$ cat src/rtl/bram_single_arbiter_pkg.sv
// ============================================================================
// Module      : bram_single_arbiter_pkg
// Description : FSM state encodings, port indices and helpers for the
//               single-port BRAM arbiter.
// Revision    : 1.0 - initial release
// ============================================================================
`default_nettype none

package bram_single_arbiter_pkg;

    localparam int         c_state_w   = 3;
    localparam logic [2:0] c_st_init   = 3'd0;
    localparam logic [2:0] c_st_idle   = 3'd1;
    localparam logic [2:0] c_st_grant  = 3'd2;
    localparam logic [2:0] c_st_access = 3'd3;
    localparam logic [2:0] c_st_done   = 3'd4;

    localparam logic c_port0 = 1'b0;
    localparam logic c_port1 = 1'b1;

    function automatic logic other_port(input logic port);
        return ~port;
    endfunction

endpackage

`default_nettype wire

$ cat src/rtl/bram_single_arbiter_rr_arbiter_2.sv
// ============================================================================
// Module      : bram_single_arbiter_rr_arbiter_2
// Description : Two-way round-robin arbiter; owns the priority pointer.
// Revision    : 1.0 - initial release
// ============================================================================
`default_nettype none

module bram_single_arbiter_rr_arbiter_2
    import bram_single_arbiter_pkg::*;
(
    input  logic clk,
    input  logic rst_n,
    input  logic req0,
    input  logic req1,
    input  logic advance,
    input  logic advance_port,
    output logic grant,
    output logic valid
);

    logic r_pointer;

    // After a completed access the port that was just served loses priority.
    always_ff @(posedge clk or negedge rst_n) begin
        if (!rst_n) begin
            r_pointer <= c_port0;
        end else if (advance) begin
            r_pointer <= other_port(advance_port);
        end
    end

    assign valid = req0 | req1;
    assign grant = (req0 & req1) ? r_pointer : req1;

endmodule

`default_nettype wire

$ cat src/rtl/bram_single_arbiter.sv
// ============================================================================
// Module      : bram_single_arbiter
// Description : Shares one single-port BRAM between two requesters using a
//               grant / access / acknowledge sequence per transaction.
// Revision    : 1.0 - initial release
// ============================================================================
`default_nettype none

module bram_single_arbiter
    import bram_single_arbiter_pkg::*;
#(
    parameter  int BITWIDTH = 12,
    parameter  int RAMWIDTH = 32,
    localparam int AW       = $clog2(RAMWIDTH)
) (
    input  logic                clk,
    input  logic                rst_n,
    input  logic                clr,
    input  logic                req0,
    input  logic                req1,
    input  logic                we0,
    input  logic                we1,
    input  logic [AW-1:0]       adr0,
    input  logic [AW-1:0]       adr1,
    input  logic [BITWIDTH-1:0] din0,
    input  logic [BITWIDTH-1:0] din1,
    output logic                ack0,
    output logic                ack1,
    output logic                err0,
    output logic                err1,
    output logic [BITWIDTH-1:0] rdata,
    output logic                busy,
    output logic                mem_en,
    output logic                mem_we,
    output logic [AW-1:0]       mem_adr,
    output logic [BITWIDTH-1:0] mem_din,
    input  logic [BITWIDTH-1:0] mem_dout
);

    localparam logic [AW:0] c_ram_limit = (AW+1)'(RAMWIDTH);

    logic [c_state_w-1:0] r_state;
    logic [c_state_w-1:0] w_next;
    logic                 r_win;
    logic                 r_we;
    logic [AW-1:0]        r_adr;
    logic [BITWIDTH-1:0]  r_din;
    logic [BITWIDTH-1:0]  r_rdata;
    logic                 r_from_done;
    logic                 r_clr_pend;
    logic                 w_req0;
    logic                 w_req1;
    logic                 w_grant;
    logic                 w_grant_valid;
    logic                 w_illegal;
    logic                 w_done;
    logic                 w_latch;

    // A request still high in the IDLE cycle right after its ACK is stale.
    assign w_req0    = req0 & ~(r_from_done & (r_win == c_port0));
    assign w_req1    = req1 & ~(r_from_done & (r_win == c_port1));
    assign w_illegal = ({1'b0, r_adr} >= c_ram_limit);
    assign w_done    = (r_state == c_st_done);
    assign w_latch   = (r_state == c_st_idle) && (w_next == c_st_grant);

    bram_single_arbiter_rr_arbiter_2 u_arb (
        .clk          (clk),
        .rst_n        (rst_n),
        .req0         (w_req0),
        .req1         (w_req1),
        .advance      (w_done),
        .advance_port (r_win),
        .grant        (w_grant),
        .valid        (w_grant_valid)
    );

    always_ff @(posedge clk or negedge rst_n) begin
        if (!rst_n) begin
            r_state <= c_st_init;
        end else begin
            r_state <= w_next;
        end
    end

    always_comb begin
        w_next = r_state;
        case (r_state)
            c_st_init:   w_next = c_st_idle;
            c_st_idle: begin
                if (r_clr_pend || clr) begin
                    w_next = c_st_init;
                end else if (w_grant_valid) begin
                    w_next = c_st_grant;
                end
            end
            c_st_grant:  w_next = c_st_access;
            c_st_access: w_next = c_st_done;
            c_st_done:   w_next = c_st_idle;
            default:     w_next = c_st_init;
        endcase
    end

    always_comb begin
        ack0   = 1'b0;
        ack1   = 1'b0;
        err0   = 1'b0;
        err1   = 1'b0;
        busy   = 1'b1;
        mem_en = 1'b1;
        mem_we = 1'b0;
        case (r_state)
            c_st_init:   mem_en = 1'b0;
            c_st_idle:   busy   = 1'b0;
            c_st_grant,
            c_st_access: mem_we = r_we & ~w_illegal;
            c_st_done: begin
                ack0 = (r_win == c_port0);
                ack1 = (r_win == c_port1);
                err0 = (r_win == c_port0) & w_illegal;
                err1 = (r_win == c_port1) & w_illegal;
            end
            default: mem_en = 1'b0;
        endcase
    end

    always_ff @(posedge clk or negedge rst_n) begin
        if (!rst_n) begin
            r_win       <= c_port0;
            r_we        <= 1'b0;
            r_adr       <= '0;
            r_din       <= '0;
            r_rdata     <= '0;
            r_from_done <= 1'b0;
            r_clr_pend  <= 1'b0;
        end else begin
            r_from_done <= w_done;
            if (r_state == c_st_init) begin
                r_clr_pend <= 1'b0;
            end else if (clr) begin
                r_clr_pend <= 1'b1;
            end
            if (w_latch) begin
                r_win <= w_grant;
                r_we  <= w_grant ? we1  : we0;
                r_adr <= w_grant ? adr1 : adr0;
                r_din <= w_grant ? din1 : din0;
            end
            if ((r_state == c_st_access) && !r_we && !w_illegal) begin
                r_rdata <= mem_dout;
            end
        end
    end

    assign rdata   = r_rdata;
    assign mem_adr = r_adr;
    assign mem_din = r_din;

endmodule

`default_nettype wire

$ cat config.mk
export PLATFORM = sky130hd
export DESIGN_NAME = bram_single_arbiter
export DESIGN_NICKNAME = d
export VERILOG_FILES = /design/src/rtl/bram_single_arbiter_pkg.sv /design/src/rtl/bram_single_arbiter_rr_arbiter_2.sv /design/src/rtl/bram_single_arbiter.sv
export SDC_FILE = /design/constraint.sdc
export NUM_CORES = 1
export LEC_CHECK = 0
export CAP_MARGIN = 10
export CORE_ASPECT_RATIO = 1.4
export CORE_MARGIN = 2
export CORE_UTILIZATION = 39
export CTS_CLUSTER_DIAMETER = 30
export DETAILED_ROUTE_END_ITERATION = 8
export GPL_TIMING_DRIVEN = 0
export HOLD_SLACK_MARGIN = 0.06
export PLACE_DENSITY = 0.82
export SETUP_SLACK_MARGIN = 0.15
export SLEW_MARGIN = 10
export SYNTH_ARGS = -nofsm -noshare
export SYNTH_HDL_FRONTEND = slang
export SYNTH_SLANG_ARGS = --single-unit
$ cat constraint.sdc
create_clock -name clk -period 2.2 [get_ports clk]
set_input_delay 0.44 -clock clk [delete_from_list [all_inputs] [get_ports clk]]
set_output_delay 0.44 -clock clk [all_outputs]
set_load 0.005 [all_outputs]
Yosys cells after proc, flatten, opt, wreduce, memory -nomap -nowiden
Index checks and enable logic that the tools add are counted.
{ "classes": {"eq_ne": 5, "reduce_logical": 9, "bitwise": 9, "mux": 14} }
{ "ops": {"columns": ["cell", "n"], "rows": [
  ["12-bit 2-to-1 mux", 1],
  ["3-bit case mux with 4 select lines", 1],
  ["3-bit by 2-bit equality test with 1-bit output, second input constant", 3],
  ["1-bit 2-to-1 mux", 9],
  ["3-bit 2-to-1 mux", 2],
  ["1-bit bitwise AND", 5],
  ["5-bit 2-to-1 mux", 1],
  ["2-bit OR reduction", 2],
  ["4-bit OR reduction", 1],
  ["3-bit by 1-bit equality test with 1-bit output, second input constant", 1],
  ["3-bit equality test, second input constant", 1],
  ["3-bit zero test", 1],
  ["1-bit inverter", 3],
  ["1-bit logical AND", 2],
  ["2-bit nonzero test", 1],
  ["1-bit zero test", 1],
  ["1-bit logical OR", 1],
  ["1-bit OR", 1]
]} }
{ "totals": {"wordCells": 46, "ff_bits": 37, "out_inout_bits": 36, "input_bits": 53} }

Depth between registers and ports, before layout
{ "logic_depth": {"word_depth": 10, "mapped_depth": 6, "depth_no_buf": 4} }

Cells and area by module
Synthesis repeated with hierarchy kept, for this count alone.
{ "hier_totals": {"cells_unflattened": 121, "area_unflattened_um2": 1786.7} }
{ "modules_own_cells": {"columns": ["mod", "cells_per_inst", "instances", "seq_area_each_um2", "area_per_inst_um2"], "rows": [
  ["bram_single_arbiter", 116, 1, 900.9, 1734.2],
  ["bram_single_arbiter_rr_arbiter_2", 5, 1, 25.0, 52.6]
]} }

Worst setup path after synthesis
Ideal clock, no wire load.
{ "synth_path": {"path_type": "input to register", "start": "input clr", "end": "register r_din[9], in the netlist mem_din[9]", "slack_ns": 0.587, "stages": 5, "setup_ns": 0.126, "path_buffers": 2, "arrival_ns": 1.486, "required_ns": 2.074, "path_cell_list": "or2_2 > a2111oi_4 > buf_6 > buf_4 > a21oi_1"} }
{ "synth_between": {"elab_chain_cells": 5} }
{ "synth_lines": {"columns": ["item", "line_no", "text"], "rows": [
  ["start, declared", "bram_single_arbiter.sv:18", "input logic clr,"],
  ["1-bit logical OR", "bram_single_arbiter.sv:90", "if (r_clr_pend || clr) begin"],
  ["3-bit 2-to-1 mux", "bram_single_arbiter.sv:90", null],
  ["3-bit case mux with 4 select lines", "bram_single_arbiter.sv:87", "case (r_state)"],
  ["3-bit by 2-bit equality test with 1-bit output", "bram_single_arbiter.sv:64", "assign w_latch = (r_state == c_st_idle) && (w_next == c_st_grant);"],
  ["1-bit logical AND", "bram_single_arbiter.sv:64", null],
  ["end signal, assigned", "bram_single_arbiter.sv:146", "r_din <= w_grant ? din1 : din0;"],
  ["end, declared", "bram_single_arbiter.sv:47", "logic [BITWIDTH-1:0] r_din;"]
]} }
Every way passes these cells.
A chain may end at the register's enable or synchronous reset.

Final worst setup path
{ "layout_path": {"start": "register r_state[1]", "end": "output mem_we"} }
{ "layout_between": {"elab_chain_cells": 3, "elab_cells_between_ends": 4, "classes_between": "eq/ne (2); mux (1); reduce/logical (1)"} }
{ "layout_lines": {"columns": ["item", "line_no", "text"], "rows": [
  ["start, declared", "bram_single_arbiter.sv:42", "logic [c_state_w-1:0] r_state;"],
  ["start signal, assigned", "bram_single_arbiter.sv:79", "r_state <= c_st_init;"],
  ["start signal, assigned", "bram_single_arbiter.sv:81", "r_state <= w_next;"],
  ["3-bit by 2-bit equality test with 1-bit output", "bram_single_arbiter.sv:111", "case (r_state)"],
  ["2-bit OR reduction *", null, null],
  ["1-bit 2-to-1 mux *", "bram_single_arbiter.sv:111", null],
  ["end, declared", "bram_single_arbiter.sv:34", "output logic mem_we,"]
]} }
Every way passes the cells marked *; elsewhere a longest branch is shown, timed or not.

==> impl_metrics.json <==
{
  "maxCapViolations": 0,
  "wl_mm": 3.97,
  "design_area_um2": 2830,
  "grt_pass1_wl_mm": 6.11,
  "async_flop_share": 1.00,
  "cp.arrival_ns": 1.51,
  "p_sw_w": 0.000991,
  "grt_pass1_vias": 1318,
  "cts.root.buffer_cell": "clkbuf_8",
  "timing.hold.ws_ns": 0.246,
  "slowest_stage": "clkdlybuf4s50_1",
  "clkTransAtPathRegs_ns": 0.07,
  "p_leak_nw": 1.30,
  "max_stage_delay_ns": 0.50,
  "critPathMaxFanout": 4,
  "synth-edff-count": 0,
  "cts_buffers": 5,
  "r2r-start": "r_state[0]$_DFF_PN0_",
  "antenna_found_initial": 0,
  "path_cells": "nor2b_2 > and2_1 > clkdlybuf4s50_1",
  "clock_sinks": 37,
  "hold_class": "in2async",
  "wl_per_cell_um": 13.1,
  "hpwl_mm": 2.92,
  "postCtsHoldBufs": 0,
  "syn_to_final_growth_pct": 64.5,
  "vias_per_cell": 4.62,
  "num_rows": 28,
  "core_area_um2": 4240,
  "hold_viol": 0,
  "synth_top_cell_area_share": 0.537,
  "clk_latency_ns": 0.28,
  "drcViolationCount": 0,
  "clock.fmax_ghz": 0.513,
  "htreeDepth": 2,
  "cts_tree": "yes",
  "synth.most_common_cell": "dfrtp_1",
  "min_period_over_period": 0.885,
  "firstDrtPassIters": 3,
  "critPathLaunchType": "register",
  "synth_commonest_cells": "dfrtp_1 (37), mux2i_1 (20), nor2_1 (12)",
  "critPathTopFamily": "buffers and inverters",
  "drive_above_1_share": 0.262,
  "setup_violations": 0,
  "slew_headroom": 0.460,
  "avgSynthCellArea_um2": 12.3,
  "combPwrFrac": 0.490,
  "worstSetupEndpointType": "output port",
  "critPathKind": "reg2out",
  "grt_max_degree": 38,
  "synth_top_area_cell": "dfrtp_1",
  "nFillCells": 336,
  "clkPwrFrac": 0.136,
  "num_vias": 1405,
  "drv_slew": 0,
  "yosysWarningCount": 0,
  "dp_cells": 287,
  "gr-usage-all-layers": 0.169,
  "powerDensity_nw_per_um2": 1140,
  "period_minus_slack_ns": 1.95,
  "r2r_setup_slack_ns": 0.44,
  "final_antenna_net_count": 0,
  "nets": 296,
  "rsz0062_at_grt": "false",
  "synth-seq-cells": 37,
  "io_buffers": 86,
  "clockBufferDepth": 2,
  "cp_num_cells": 3,
  "die_x_um": 60.2,
  "r2r-end": "rdata[2]$_DFFE_PN0P_",
  "die_h_um": 82.6,
  "die_area_um2": 4970,
  "status": "completed",
  "ir_drop_v": 0.000596,
  "timing.critical_path.buf_inv": 1,
  "seqPwrFrac": 0.374,
  "worst_r2r_path_depth": 6,
  "start_util": 0.406,
  "syn_inst": 140,
  "worstMarginPinSlew_ns": 0.809,
  "post_dp_cell_area_um2": 2660,
  "drt_iter0_markers": 23,
  "p_int_w": 0.00224,
  "dominantRegCellSynth": "dfrtp_1",
  "cp.required_ns": 1.76,
  "post-route-util": 0.669,
  "insertedDiodeCount": 0,
  "syn-cell-area_um2": 1720,
  "crit_start": "r_state[1]$_DFF_PN0_",
  "synthTopCellsByArea": "dfrtp_1 (54%), mux2i_1 (12%), mux2_2 (6.5%), a21oi_2 (5.1%), nor2_2 (3.6%)",
  "overflow": 0,
  "ioPinCount": 89,
  "place_congestion": 0.721,
  "synth.distinct_cells": 25,
  "layoutNonFillerInstCount": 304,
  "finalClockSkew_ns": 0.00669,
  "switching_share": 0.307,
  "endpoint": "mem_we",
  "seq_area_frac_synth": 0.537
}
## cell families (layout without fill, tap and decap cells)
kind of cell	after synthesis	count (layout)	share of synthesized area
xor gates and xnor gates	1	1	0.00508
buffers and inverters	13	116	0.0494
and+or+nand+nor	31	31	0.0951
DFF	37	37	0.537
muxes	32	32	0.195
AOI/OAI and AO/OA	25	25	0.116
other	1	2	0.00218
## cells in the final DEF, fill, tap and decap left out, types with 5 or more instances in the layout
cell             count
nor2_2              11
nor2_1              10
mux2i_1             20
a21oi_2             10
dfrtp_1             36
clkbuf_8             5
buf_4               14
a21oi_1              9
clkdlybuf4s50_1     81
mux2_2              10
## sequential cells by signal (all words and copies together), names as in the netlist, 3 cells and up
| name | count |
|---|---|
| mem_din | 12 |
| rdata | 12 |
| mem_adr | 5 |
| r_state | 3 |
## routing by layer
| metal | global-route usage | routed length, um | vias up |
|---|---|---|---|
| met2 | 0.300 | 2180 | 52 |
| li1 | - | - | 682 |
| met3 | 0.0498 | 252 | 6 |
| met5 | 0 | 0 | - |
| met4 | 0.0911 | 95 | 0 |
| met1 | 0.176 | 1450 | 665 |
## worst min-delay path by stage
stage	endpoint	slack, ns	cells after the start
after detailed placement	u_arb.r_pointer$_DFFE_PN0P_	0.47	1
final	r_clr_pend$_DFFE_PN0P_	0.25	1
after floorplan	mem_adr[0]$_DFFE_PN0P_	0.14	0
after global placement	u_arb.r_pointer$_DFFE_PN0P_	0.46	1
after CTS	rdata[6]$_DFFE_PN0P_	0.27	1
after global routing	rdata[8]$_DFFE_PN0P_	0.30	1
## cell type report
class	instances	area, um^2	area share
inverters	4	15.0	0.00530
multi-input cells	91	731	0.258
well taps	60	75.1	0.0265
flip-flops and latches	37	927	0.327
clock inverters	2	10.0	0.00353
plain buffers	9	70.1	0.0247
clock buffers	6	72.6	0.0256
repair buffers	95	933	0.329
## through the flow
step	TNS [ns]	power [W]	setup WS, ns
final	0	0.00323	0.252
after global routing	0	0.00345	0.192
after CTS	0	0.00324	0.151
after detailed placement	-0.489	0.00273	-0.0752
after global placement	-5.65	0.00269	-0.144
after floorplan	0	0.00189	0.587
## power groups by stage
stage | logic, W | clock network, W | registers (W)
6_report | 0.00158 | 0.000439 | 0.00121
5_1_grt | 0.00171 | 0.000493 | 0.00125
4_1_cts | 0.00158 | 0.000458 | 0.00120
3_5_place_dp | 0.00152 | 0 | 0.00122
3_3_place_gp | 0.00149 | 0 | 0.00120
2_1_floorplan | 0.000671 | 0 | 0.00122
## what timing repair did
action / in CTS / in global routing
resized for setup: 2 / 8
setup endpoints to repair: 3 / 12
pin swaps: 0 / 1
gates cloned: 0 / 0
setup buffers: 5 / 4
(Power assumes the default switching activity.)
